===== src/rtl/fft_pkg.sv =====
// Shared definitions for the radix-2 FFT address sequencer.
//   LOG2N_DEF   : default log2 of the transform size
//   MODE_DIF/DIT: values of the per-run addressing mode input
//   state_e     : sequencer FSM states
//   stage_width : width of the stage index for a given LOG2N
package fft_pkg;

    localparam int   LOG2N_DEF = 4;
    localparam logic MODE_DIF  = 1'b0;
    localparam logic MODE_DIT  = 1'b1;

    typedef enum logic [1:0] {
        ST_IDLE = 2'd0,
        ST_RUN  = 2'd1,
        ST_GAP  = 2'd2,
        ST_DONE = 2'd3
    } state_e;

    // Stage index width; never narrower than one bit.
    function automatic int stage_width(input int log2n);
        return (log2n <= 2) ? 1 : $clog2(log2n);
    endfunction

endpackage


===== src/rtl/fft_addr_calc.sv =====
// Combinational butterfly address generator.
//   stage_i  : stage s of the butterfly
//   bfly_i   : butterfly index b within the stage (0 .. N/2-1)
//   mode_i   : 0 = DIF, 1 = DIT
//   a_addr_o : address of input A = (b / h) * 2h + (b mod h)
//   b_addr_o : address of input B = A + h
//   w_addr_o : twiddle exponent k of W_N^k
// h is 2^(L-1-s) for DIF and 2^s for DIT, so every division and
// modulo reduces to shifts and masks.
module fft_addr_calc
    import fft_pkg::*;
#(
    parameter int LOG2N = LOG2N_DEF,
    parameter int SW    = stage_width(LOG2N)
) (
    input  logic [SW-1:0]    stage_i,
    input  logic [LOG2N-2:0] bfly_i,
    input  logic             mode_i,
    output logic [LOG2N-1:0] a_addr_o,
    output logic [LOG2N-1:0] b_addr_o,
    output logic [LOG2N-2:0] w_addr_o
);

    localparam logic [SW-1:0] S_MAX = SW'(LOG2N - 1);

    logic [SW-1:0]    h_sh_s;   // log2(h)
    logic [SW-1:0]    w_sh_s;   // twiddle shift
    logic [LOG2N-1:0] h_s;
    logic [LOG2N-2:0] j_s;
    logic [LOG2N-1:0] hi_s;
    logic [LOG2N-1:0] a_s;

    // Pick the half-span exponent and twiddle shift for the addressing mode.
    always_comb begin
        if (mode_i == MODE_DIT) begin
            h_sh_s = stage_i;
            w_sh_s = S_MAX - stage_i;
        end else begin
            h_sh_s = S_MAX - stage_i;
            w_sh_s = stage_i;
        end
    end

    assign h_s  = LOG2N'(1'b1) << h_sh_s;
    // When h = N/2 its low LOG2N-1 bits are zero, so h-1 wraps to an
    // all-ones mask, which is exactly the b mod N/2 we need.
    assign j_s  = bfly_i & (h_s[LOG2N-2:0] - (LOG2N-1)'(1'b1));
    // (b / h) * h: b with its low log2(h) bits cleared.
    assign hi_s = ({1'b0, bfly_i} >> h_sh_s) << h_sh_s;
    assign a_s  = (hi_s << 1'b1) | {1'b0, j_s};

    assign a_addr_o = a_s;
    // Bit log2(h) of A is always clear, so OR is the same as A + h.
    assign b_addr_o = a_s | h_s;
    assign w_addr_o = j_s << w_sh_s;

endmodule


===== src/rtl/fft_addr_seq.sv =====
// Radix-2 in-place FFT address sequencer.
// Steps through LOG2N stages of N/2 butterflies each and presents one
// registered beat per butterfly over a valid/ready handshake.
//   clk, rst_n        : rising-edge clock, async active-low reset
//   start             : begins a run from IDLE (mode sampled here)
//   mode              : 0 = DIF, 1 = DIT
//   abort             : synchronous run termination, no done pulse
//   addr_valid/ready  : beat handshake
//   stage, a_addr, b_addr, w_addr : beat payload
//   last_in_stage, last           : final butterfly of stage / of run
//   busy              : sequencer not idle
//   done              : one-cycle pulse after the final handshake
// STAGE_GAP idle cycles are inserted between consecutive stages.
module fft_addr_seq
    import fft_pkg::*;
#(
    parameter int LOG2N     = LOG2N_DEF,
    parameter int STAGE_GAP = 0,
    parameter int SW        = stage_width(LOG2N)
) (
    input  logic             clk,
    input  logic             rst_n,
    input  logic             start,
    input  logic             mode,
    input  logic             abort,
    output logic             addr_valid,
    input  logic             addr_ready,
    output logic [SW-1:0]    stage,
    output logic [LOG2N-1:0] a_addr,
    output logic [LOG2N-1:0] b_addr,
    output logic [LOG2N-2:0] w_addr,
    output logic             last_in_stage,
    output logic             last,
    output logic             busy,
    output logic             done
);

    localparam logic [SW-1:0]    S_LAST   = SW'(LOG2N - 1);
    localparam logic [LOG2N-2:0] B_LAST   = {(LOG2N-1){1'b1}};
    localparam logic [7:0]       GAP_LAST = (STAGE_GAP > 0) ? 8'(STAGE_GAP - 1) : 8'd0;

    state_e           state_q;
    logic             mode_q;
    logic [SW-1:0]    stage_q;   // stage of presented beat (of next beat in GAP)
    logic [LOG2N-2:0] bfly_q;
    logic [7:0]       gap_q;

    logic             valid_q;
    logic [SW-1:0]    stage_out_q;
    logic [LOG2N-1:0] a_q;
    logic [LOG2N-1:0] b_q;
    logic [LOG2N-2:0] w_q;
    logic             lis_q;
    logic             last_q;
    logic             done_q;

    logic             hs_s;
    logic             bfly_end_s;
    logic             run_end_s;
    logic [SW-1:0]    nxt_stage_s;
    logic [LOG2N-2:0] nxt_bfly_s;

    logic [SW-1:0]    beat_stage_d;
    logic [LOG2N-2:0] beat_bfly_d;
    logic             beat_mode_d;
    logic [LOG2N-1:0] beat_a_d;
    logic [LOG2N-1:0] beat_b_d;
    logic [LOG2N-2:0] beat_w_d;
    logic             beat_lis_d;
    logic             beat_last_d;

    assign hs_s        = valid_q & addr_ready;
    assign bfly_end_s  = (bfly_q == B_LAST);
    assign run_end_s   = bfly_end_s & (stage_q == S_LAST);
    assign nxt_bfly_s  = bfly_end_s ? {(LOG2N-1){1'b0}} : (bfly_q + (LOG2N-1)'(1'b1));
    assign nxt_stage_s = bfly_end_s ? (stage_q + SW'(1'b1)) : stage_q;

    // Select the indices of the beat that would be registered next.
    always_comb begin
        beat_stage_d = stage_q;
        beat_bfly_d  = bfly_q;
        beat_mode_d  = mode_q;
        case (state_q)
            ST_IDLE: begin
                beat_stage_d = {SW{1'b0}};
                beat_bfly_d  = {(LOG2N-1){1'b0}};
                beat_mode_d  = mode;
            end
            ST_RUN: begin
                beat_stage_d = nxt_stage_s;
                beat_bfly_d  = nxt_bfly_s;
                beat_mode_d  = mode_q;
            end
            ST_GAP: begin
                // counters were already advanced to the next stage's b=0
                beat_stage_d = stage_q;
                beat_bfly_d  = bfly_q;
                beat_mode_d  = mode_q;
            end
            default: begin
                beat_stage_d = stage_q;
                beat_bfly_d  = bfly_q;
                beat_mode_d  = mode_q;
            end
        endcase
    end

    assign beat_lis_d  = (beat_bfly_d == B_LAST);
    assign beat_last_d = beat_lis_d & (beat_stage_d == S_LAST);

    fft_addr_calc #(
        .LOG2N (LOG2N),
        .SW    (SW)
    ) u_calc (
        .stage_i  (beat_stage_d),
        .bfly_i   (beat_bfly_d),
        .mode_i   (beat_mode_d),
        .a_addr_o (beat_a_d),
        .b_addr_o (beat_b_d),
        .w_addr_o (beat_w_d)
    );

    // Sequencer FSM with registered beat outputs.
    always_ff @(posedge clk or negedge rst_n) begin
        if (!rst_n) begin
            state_q     <= ST_IDLE;
            mode_q      <= 1'b0;
            stage_q     <= {SW{1'b0}};
            bfly_q      <= {(LOG2N-1){1'b0}};
            gap_q       <= 8'd0;
            valid_q     <= 1'b0;
            stage_out_q <= {SW{1'b0}};
            a_q         <= {LOG2N{1'b0}};
            b_q         <= {LOG2N{1'b0}};
            w_q         <= {(LOG2N-1){1'b0}};
            lis_q       <= 1'b0;
            last_q      <= 1'b0;
            done_q      <= 1'b0;
        end else if (abort && (state_q != ST_IDLE)) begin
            // abort beats a simultaneous handshake and suppresses done
            state_q     <= ST_IDLE;
            valid_q     <= 1'b0;
            done_q      <= 1'b0;
            stage_out_q <= {SW{1'b0}};
            a_q         <= {LOG2N{1'b0}};
            b_q         <= {LOG2N{1'b0}};
            w_q         <= {(LOG2N-1){1'b0}};
            lis_q       <= 1'b0;
            last_q      <= 1'b0;
        end else begin
            case (state_q)
                ST_IDLE: begin
                    done_q <= 1'b0;
                    if (start && !abort) begin
                        state_q     <= ST_RUN;
                        mode_q      <= mode;
                        stage_q     <= {SW{1'b0}};
                        bfly_q      <= {(LOG2N-1){1'b0}};
                        gap_q       <= 8'd0;
                        valid_q     <= 1'b1;
                        stage_out_q <= beat_stage_d;
                        a_q         <= beat_a_d;
                        b_q         <= beat_b_d;
                        w_q         <= beat_w_d;
                        lis_q       <= beat_lis_d;
                        last_q      <= beat_last_d;
                    end
                end
                ST_RUN: begin
                    if (hs_s) begin
                        if (run_end_s) begin
                            state_q <= ST_DONE;
                            valid_q <= 1'b0;
                            done_q  <= 1'b1;
                        end else begin
                            stage_q <= nxt_stage_s;
                            bfly_q  <= nxt_bfly_s;
                            if (bfly_end_s && (STAGE_GAP > 0)) begin
                                state_q <= ST_GAP;
                                valid_q <= 1'b0;
                                gap_q   <= 8'd0;
                            end else begin
                                valid_q     <= 1'b1;
                                stage_out_q <= beat_stage_d;
                                a_q         <= beat_a_d;
                                b_q         <= beat_b_d;
                                w_q         <= beat_w_d;
                                lis_q       <= beat_lis_d;
                                last_q      <= beat_last_d;
                            end
                        end
                    end
                end
                ST_GAP: begin
                    if (gap_q == GAP_LAST) begin
                        state_q     <= ST_RUN;
                        valid_q     <= 1'b1;
                        stage_out_q <= beat_stage_d;
                        a_q         <= beat_a_d;
                        b_q         <= beat_b_d;
                        w_q         <= beat_w_d;
                        lis_q       <= beat_lis_d;
                        last_q      <= beat_last_d;
                    end else begin
                        gap_q <= gap_q + 8'd1;
                    end
                end
                ST_DONE: begin
                    state_q <= ST_IDLE;
                    done_q  <= 1'b0;
                end
                default: begin
                    state_q <= ST_IDLE;
                    valid_q <= 1'b0;
                    done_q  <= 1'b0;
                end
            endcase
        end
    end

    assign addr_valid    = valid_q;
    assign stage         = stage_out_q;
    assign a_addr        = a_q;
    assign b_addr        = b_q;
    assign w_addr        = w_q;
    assign last_in_stage = lis_q;
    assign last          = last_q;
    assign busy          = (state_q != ST_IDLE);
    assign done          = done_q;

endmodule


===== config.mk =====
export PLATFORM = sky130hd
export DESIGN_NAME = fft_addr_seq
export DESIGN_NICKNAME = d
export VERILOG_FILES = /design/src/rtl/fft_pkg.sv /design/src/rtl/fft_addr_calc.sv /design/src/rtl/fft_addr_seq.sv
export SDC_FILE = /design/constraint.sdc
export NUM_CORES = 1
export LEC_CHECK = 0
export BUFFER_PORTS_ARGS = -buffer_cell sky130_fd_sc_hd__buf_2
export CORE_UTILIZATION = 54
export CTS_BUF_LIST = sky130_fd_sc_hd__clkbuf_4
export CTS_CLUSTER_DIAMETER = 30
export DETAILED_ROUTE_END_ITERATION = 7
export PLACE_DENSITY_LB_ADDON = 0.05
export SYNTH_ARGS = -nofsm -noshare
export SYNTH_HDL_FRONTEND = slang
export SYNTH_SLANG_ARGS = --single-unit

===== constraint.sdc =====
create_clock -name clk -period 7.2 [get_ports clk]
set_input_delay 1.44 -clock clk [delete_from_list [all_inputs] [get_ports clk]]
set_output_delay 1.44 -clock clk [all_outputs]
set_load 0.01 [all_outputs]

==> flow_results.org, run 1 <==
** Status
- Status :: completed

** Synth
- Most area-consuming cells after synthesis :: dfrtp_1 (39%), ha_1 (6.0%), nand2_1 (5.0%), o21ai_0 (4.5%), a32o_1 (2.4%)
- Portion of the post-synthesis area used by sequential elements :: 0.3945
- The netlist uses 56 different library cells.
- Most area-hungry cell type in the Yosys netlist :: dfrtp_1
- Number of enable-type register cells in the synthesized netlist :: 0
- Synthesis produced a netlist whose cell count is 221.
- Count of synthesis-stage warnings from yosys :: 0
- Number of storage elements in the synthesis netlist :: 33
- The share of synthesized area in the top cell type comes to 0.3945.
- In this run the cell area of the synthesized design comes to 0.002093 mm2.
- Number of nets produced by synthesis :: 237
- After synthesis, the mean cell area works out to 9.472 um2.
- Counting flops with an async set or reset pin after synthesis yields a share of 1.000.
- Among all flip-flop cells after synthesis, the most frequent one is dfrtp_1.

** GRT
- Aggregate global routing overflow :: 0
- For this run, the total global-route usage over all layers was measured as 0.2503.
- The layer flagged by global routing as most heavily used is met2.
- In the global route stage, met3 resource usage came out at 0.06250.
- For met1 alone, demand over resource in global routing was 0.2794.
- The first global-routing pass estimated 7852 um of wire.
- Met2 Use GR :: 0.4605
- Largest net degree at the start of global routing :: 34
- Via count of the first global-routing pass :: 1714
- The number of antenna violations at the first check in global routing was 0.

** Placed design
- Routability-driven placement finished with a final weighted congestion of 0.8185.
- HPWL after detailed placement :: 3470 um
- Number of buffers added on ports :: 23
- After detailed placement, the total cell area comes to 0.002198 mm2.
- Placed cell count :: 283

** Worst setup path
- The worst setup path is captured at a primary output.
- Number of cell instances on the worst register-to-register path :: 7
- Cell with the biggest individual delay on the critical path :: ha_1
- Data on the critical path arrives at its endpoint at 1.67 ns.
- Series of cell instances along the critical path :: inv_1, ha_1, inv_1, buf_2
- The critical path in this run is classified as reg -> out.
- In this run the number of cells on the critical path is 4.
- Worst stage delay on the critical path :: 0.51 ns
- The critical path contains buffers and inverters numbering 3 combined.
- Startpoint type of the worst setup path :: register
- Among the stages of the critical path, the cell type that occurs most often is inv_1.
- Worst path required time :: 5.76 ns
- Of all nets on the critical path, the largest fanout is 15.
- In this design, the largest share of critical-path delay is due to adder cells.

** Cells and area
- Leaving out fill and tap cells, the most frequent cell in the layout is dfrtp_1.
- Final standard cell area without fillers :: 0.002301 mm2
- For this run, the post-layout net count is 258.
- For this run, the number of standard cells in the final layout without fillers is 291.
- Area grow syn2layout :: 9.922%
- Leaving out fill and tap cells, the most frequent cells in the layout are dfrtp_1 (33), nand2_1 (28), buf_2 (23).
- 0 antenna diodes ended up in the layout.
- Post-route core utilization :: 0.6238
- In the final layout, the share of cells above drive strength 1 is 0.2058.

** Timing
- Adding up every negative setup slack in the final design gives 0 ns.
- Worst relative slew slack :: 0.5045
- RSZ-0062 raised after global routing :: false
- Final critical-path required period :: 3.114 ns
- Slew at the pin closest to its max-slew limit :: 0.7433 ns
- The total count of hold-check failures in the final report came to 0.
- The clock arrives with 0.01759 ns of skew.
- The number of slew-limit violations in the final report is 0.
- Derived from the worst setup path, the maximum achievable clock frequency is 0.3211 GHz.
- Setup violations remaining at the end of the flow were counted as 0.
- Of the available clock period, the critical path in the final layout requires 0.4326.

** Power
- Leakage dissipation :: 1.102 nW
- The completed layout was analyzed and its total power is 0.0009830 W.
- Maximum ir drop on the vdd rail :: 0.1731 mV
- Dividing total power by cell area gives a power density of 427.2 mW/mm2.

** Drt
- After detailed routing, the number of vias per cell comes to 6.072.
- Dividing the detail-routed wire length by the instance count gives 16.28 um.
- The first detailed-routing pass took 4 iterations.
- The count of nets left with antenna violations once routing finished came out at 0.
- Starting DRT DRC Count :: 152
- Final routed DRC violation total :: 0
- The routed design has 4737 um of wire.
- Detailed routing inserted a total of 1767 vias.

** Floorplan
- IO Count :: 24
- Measured along the y axis, the die boundary spans 64.26 um.
- Die ar. :: 0.004129 mm2
- The initial utilization of the core area, before any placement, comes to 0.5675.
- Std cell rows :: 22
- Overall die width :: 64.26 um
- In this run the standard cell core region covers 0.003689 mm2.

** Clock network
- Max Root-Sink Buffers :: 2
- Buffer count from post-CTS setup fixing :: 0
- CTS built an H-tree with a depth of 2.
- For this design, the sink count on the clock tree is 33.
- Total of hold buffers inserted after clock tree synthesis :: 0
- CTS tree :: done
- After clock tree synthesis, the clock-pin slew on the worst setup and hold paths is 0.11 ns.
- Worst skew pair latency :: 0.35 ns
- The cell sitting at the root of the clock tree is a clkbuf_4.
- Clock tree synthesis inserted a total of 5 buffers.
- After clock tree synthesis, the repair step resized 0 gates.

** Hold path
- Counting instances, the worst hold path has a depth of 2.
- Tightest Hold Check Type :: reg -> reg

** Flow run
- Max-cap violation count :: 0
synth_stat cells (4+ instances only):
master	instances
o31ai_1	6
dfrtp_1	33
and2_1	4
and3_1	4
o21ai_0	19
nor2_1	5
ha_1	10
inv_1	11
nand2b_1	4
a21oi_1	8
nor2b_1	4
or2_2	4
nand3_1	7
nand4_1	4
a32o_1	5
a22o_1	5
nand2_1	28
a21o_1	6
per-layer routing:
layer  up-vias  wire [um]
met3         9        253
met5         -          0
met1       849       1910
met4         0         70
met2        56       2503
li1        853          -
power breakdown:
| group | switching [W] | internal [W] | leakage (nW) |
|---|---|---|---|
| logic | 0.000327 | 0.000203 | 0.604 |
| registers | 0.0000422 | 0.000237 | 0.443 |
| clock network | 0.0000663 | 0.000107 | 0.0552 |
metrics by stage:
stage / setup WS, ns / hold WS, ns
after detailed placement: 4.080 / 0.4714
final: 4.086 / 0.4914
after CTS: 4.088 / 0.4966
after floorplan: 4.326 / 0.4612
after global placement: 4.171 / 0.4649
after global routing: 3.977 / 0.5146
flip-flops by register name, indices dropped and copies added, names as in the netlist:
signal,count
last,1
b_addr,4
addr_valid,1
stage_q,2
gap_q,8
last_in_stage,1
state_q,2
done,1
stage,2
bfly_q,3
mode_q,1
w_addr,3
a_addr,4
final timing paths:
kind / start / endpoint / slack, ns
worst max-delay path: state_q[0]$_DFFE_PN0P_ / busy / 4.09
worst min-delay path: last$_DFFE_PN0P_ / last$_DFFE_PN0P_ / 0.49
worst max register to register: state_q[1]$_DFFE_PN0P_ / b_addr[1]$_DFFE_PN0P_ / 4.49
worst min register to register: last$_DFFE_PN0P_ / last$_DFFE_PN0P_ / 0.49
max in group asynchronous: rst_n / state_q[1]$_DFFE_PN0P_ / 5.57
min in group asynchronous: rst_n / last_in_stage$_DFFE_PN0P_ / 1.14
area by class of cell:
cell class / count / area [um2]
clock inverters: 3 / 65.06
flip-flops and latches: 33 / 825.8
clock buffers: 5 / 37.54
repair buffers: 23 / 115.1
inverters: 11 / 41.29
multi-input cells: 168 / 1156
fillers: 332 / 1388
well taps: 48 / 60.06
worst min-delay path: stages (launching register included):
cell,delay [ns]
dfrtp_1,0.36
nand2_1,0.05
o31ai_1,0.05
logic make-up (layout without fill, tap and decap cells):
kind of cell / Yosys count / in the layout / share of synthesized area
adders and majority gates: 10 / 10 / 0.05977
DFF: 33 / 33 / 0.3945
buffers and inverters: 20 / 42 / 0.05319
and+or+nand+nor: 80 / 80 / 0.2056
xor gates and xnor gates: 2 / 2 / 0.008370
AOI/OAI and AO/OA: 69 / 69 / 0.2427
muxes: 7 / 7 / 0.03586
(Power assumes the default switching activity.)
==> inputs of run 2 (changes only) <==
==> constraint.sdc (replaced) <==
create_clock -name clk -period 3.25 [get_ports clk]
set_input_delay 0.65 -clock clk [delete_from_list [all_inputs] [get_ports clk]]
set_output_delay 0.65 -clock clk [all_outputs]
set_load 0.01 [all_outputs]
==> flow_results.org, run 2 (synthesis results as in run 1) <==
** Status
- Status :: completed

** GRT
- The largest net degree at the start of global routing came to 34 (unchanged).
- Initial antenna violation count :: 0 (unchanged)
- The total overflow reported by the global router was 0 (unchanged).
- Via count of the first global-routing pass :: 1633 (-4.7%)
- Gr usage total :: 0.2454 (-0.004851)
- The global-route wire length before repair is 7645 um (-2.6%).

** Power
- The reported leakage power was 1.077 nW (-2.3%).
- Sum of internal, switching and leakage power :: 0.002007 W (+100%)
- Maximum ir drop on the vdd rail :: 0.4891 mV (+180%)
- The power density over cell area came to 892.8 mW/mm2 (+110%).

** Timing
- Final total negative setup slack :: 0 ns (unchanged)
- Setup repair after global routing left no endpoint under its margin.
- The total count of hold-check failures in the final report was 0 (unchanged).
- The final worst hold slack was 0.3461 ns (-0.1452 ns).
- Dividing the final minimum period by the clock period gives 0.8170.
- Setup-violating endpoint count in the final report :: 0 (unchanged)
- Max-slew violation count :: 0 (unchanged)
- Worst relative slew slack :: 0.5101 (+0.005667)
- The clock tree skew after final layout came to 0.01165 ns (-0.005935 ns).
- Slack of the critical path :: 0.5946 ns (-3.491 ns)
- Final critical-path required period :: 2.655 ns
- Highest attainable clock frequency :: 0.3766 GHz
- Slew at the pin closest to its max-slew limit :: 0.7348 ns (-0.008501 ns)

** Floorplan
- The overall die area was 0.004129 mm2 (unchanged).
- Core Region :: 0.003689 mm2 (unchanged)
- The x dimension of the die was 64.26 um (unchanged).
- Starting utilization of the core area :: 0.5675 (unchanged)
- Std cell rows :: 22 (unchanged)
- Die Span Y :: 64.26 um (unchanged)
- The I/O pin count was 24 (unchanged).

** Cells and area
- Layout cell share with drive strength beyond 1 :: 0.1975 (-0.008230)
- Number of flip-flops under the largest register name :: 8 (unchanged)
- In the layout the commonest cells are dfrtp_1 (33), nand2_1 (28), buf_2 (23).
- Relative to the synthesized area, the layout overhead comes to 7.412%.
- Leaving out fill and tap cells, the most frequent cell in the layout is dfrtp_1.
- The final standard cell utilization of the core came to 0.6096 (-0.01425).
- Top register by number of flip-flops :: gap_q
- Antenna diode count :: 0 (unchanged)
- Number of inserted filler cells in the final layout :: 334 (+0.60%)
- The final layout net count is 258 (unchanged).

** Worst setup path
- Startpoint type of the worst setup path :: register
- The worst setup path is of the reg -> reg kind.
- The worst path required time came to 3.49 ns (-2.27 ns).
- Reg-to-Reg End :: b_addr[1]$_DFFE_PN0P_
- Endpoint type of the worst setup path :: register
- Number of cell instances on the worst register-to-register path :: 7 (unchanged)
- The minimum setup slack among reg-to-reg paths was 0.59 ns (-3.90 ns).
- Maximum fanout along the worst path :: 20 (+5)
- Source of the worst register-to-register timing path :: state_q[1]$_DFFE_PN0P_
- Data arrival at the endpoint of the critical path :: 2.90 ns (+1.23 ns)

** Clock network
- Clock sinks :: 33 (unchanged)
- In this run the clock root is driven by a clkbuf_4.
- Clock transition at the register clock pins on the worst setup and hold paths after CTS :: 0.11 ns (about the same)
- Max Root-Sink Buffers :: 2 (unchanged)
- The number of hold-repair buffers added at the cts stage was 0 (unchanged).
- H-tree level count :: 2 (unchanged)
- Buffer count from post-CTS setup fixing :: 0 (unchanged)
- Worst skew pair latency :: 0.35 ns (about the same)
- CTS tree :: done
- The count of instances resized after the clock tree is built was 0 (unchanged).
- The TritonCTS buffer count is 5 (unchanged).

** Drt
- The detailed-routing iteration count for the pre-antenna-repair pass is 4 (unchanged).
- Metal3 WL :: 258 um (+2.0%)
- Routed wl met2 :: 2091 um (-16%)
- The remaining routing DRC violations came to 0 (unchanged).
- Wire length reported by the detailed router :: 4599 um (-2.9%)
- The mean routed wirelength per cell was 15.80 um (-2.9%).
- The number of nets with antenna violations after detailed routing came to 0 (unchanged).
- The DRC violation total after the first TritonRoute iteration is 175 (+15%).
- Highest routing layer actually used :: met4
- Length of routed wiring on met1 :: 2191 um (+15%)
- The number of vias per cell after detailed routing was 6.031 (-0.68%).
- Number of vias after detailed routing :: 1755 (-0.68%)

** Hold path
- The worst hold path belongs to the class in -> async.

** Placed design
- RePlAce Congestion :: 0.8503 (+3.9%)
- Number of buffers added on ports :: 23 (unchanged)
- HPWL after detailed placement :: 3339 um (-3.8%)
- Worst slack, placed :: 0.6660 ns (-3.414 ns)

** Flow run
- The count of max-cap constraint violations was 0 (unchanged).
==> run 2: cell types whose count changed in the layout (fill, tap and decap cells not counted) <==
cell,change
bufinv_16,-2
clkinv_1,+2
==> run 2: cell type report <==
type / count / area [um2] / share of cell area
Clock inverter: 3 / 12.51 / 0.005565
Tap cell: 48 / 60.06 / 0.02671
Inverter: 11 / 41.29 / 0.01836
Sequential cell: 33 / 825.8 / 0.3673
Timing Repair Buffer: 23 / 115.1 / 0.05120
Multi-Input combinational cell: 168 / 1156 / 0.5142
Clock buffer: 5 / 37.54 / 0.01669
==> run 2: where the power goes <==
group	total, W	leakage, nW	internal (W)	switching [W]
Clock	0.000223	0.0300	0.0000781	0.000145
Sequential	0.000618	0.443	0.000525	0.0000921
Combinational	0.00117	0.604	0.000450	0.000717
==> run 2: how the worst max path moves through the flow <==
stage / start / end / slack (ns) / cells after the start
3_3_place_gp: state_q[1]$_DFFE_PN0P_ / b_addr[1]$_DFFE_PN0P_ / 0.74 / 7
3_5_place_dp: state_q[1]$_DFFE_PN0P_ / b_addr[1]$_DFFE_PN0P_ / 0.67 / 7
6_report: state_q[1]$_DFFE_PN0P_ / b_addr[1]$_DFFE_PN0P_ / 0.59 / 7
2_1_floorplan: bfly_q[0]$_DFFE_PN0P_ / b_addr[1]$_DFFE_PN0P_ / 1.0 / 8
5_1_grt: state_q[1]$_DFFE_PN0P_ / b_addr[1]$_DFFE_PN0P_ / 0.36 / 7
4_1_cts: state_q[1]$_DFFE_PN0P_ / b_addr[1]$_DFFE_PN0P_ / 0.64 / 7
==> run 2: metal layers <==
layer,GRT usage,vias up
li1,-,857
met1,0.3288,828
met2,0.3711,64
met3,0.06429,6
met4,0.1083,0
met5,0,-
==> run 2: per-stage QoR <==
stage	instances	instance area, um2
after global placement	283	2198
after detailed placement	283	2198
after CTS	291	2248
after floorplan	221	2093
after global routing	291	2248
final	291	2248
==> run 2: critical path, stage by stage, from the launching register on <==
cell       delay [ns]
dfrtp_1          0.42
inv_1            0.12
ha_1             0.58
inv_1            0.16
o21ai_0          0.30
o2111ai_2        0.28
or3_1            0.44
a32o_1           0.25
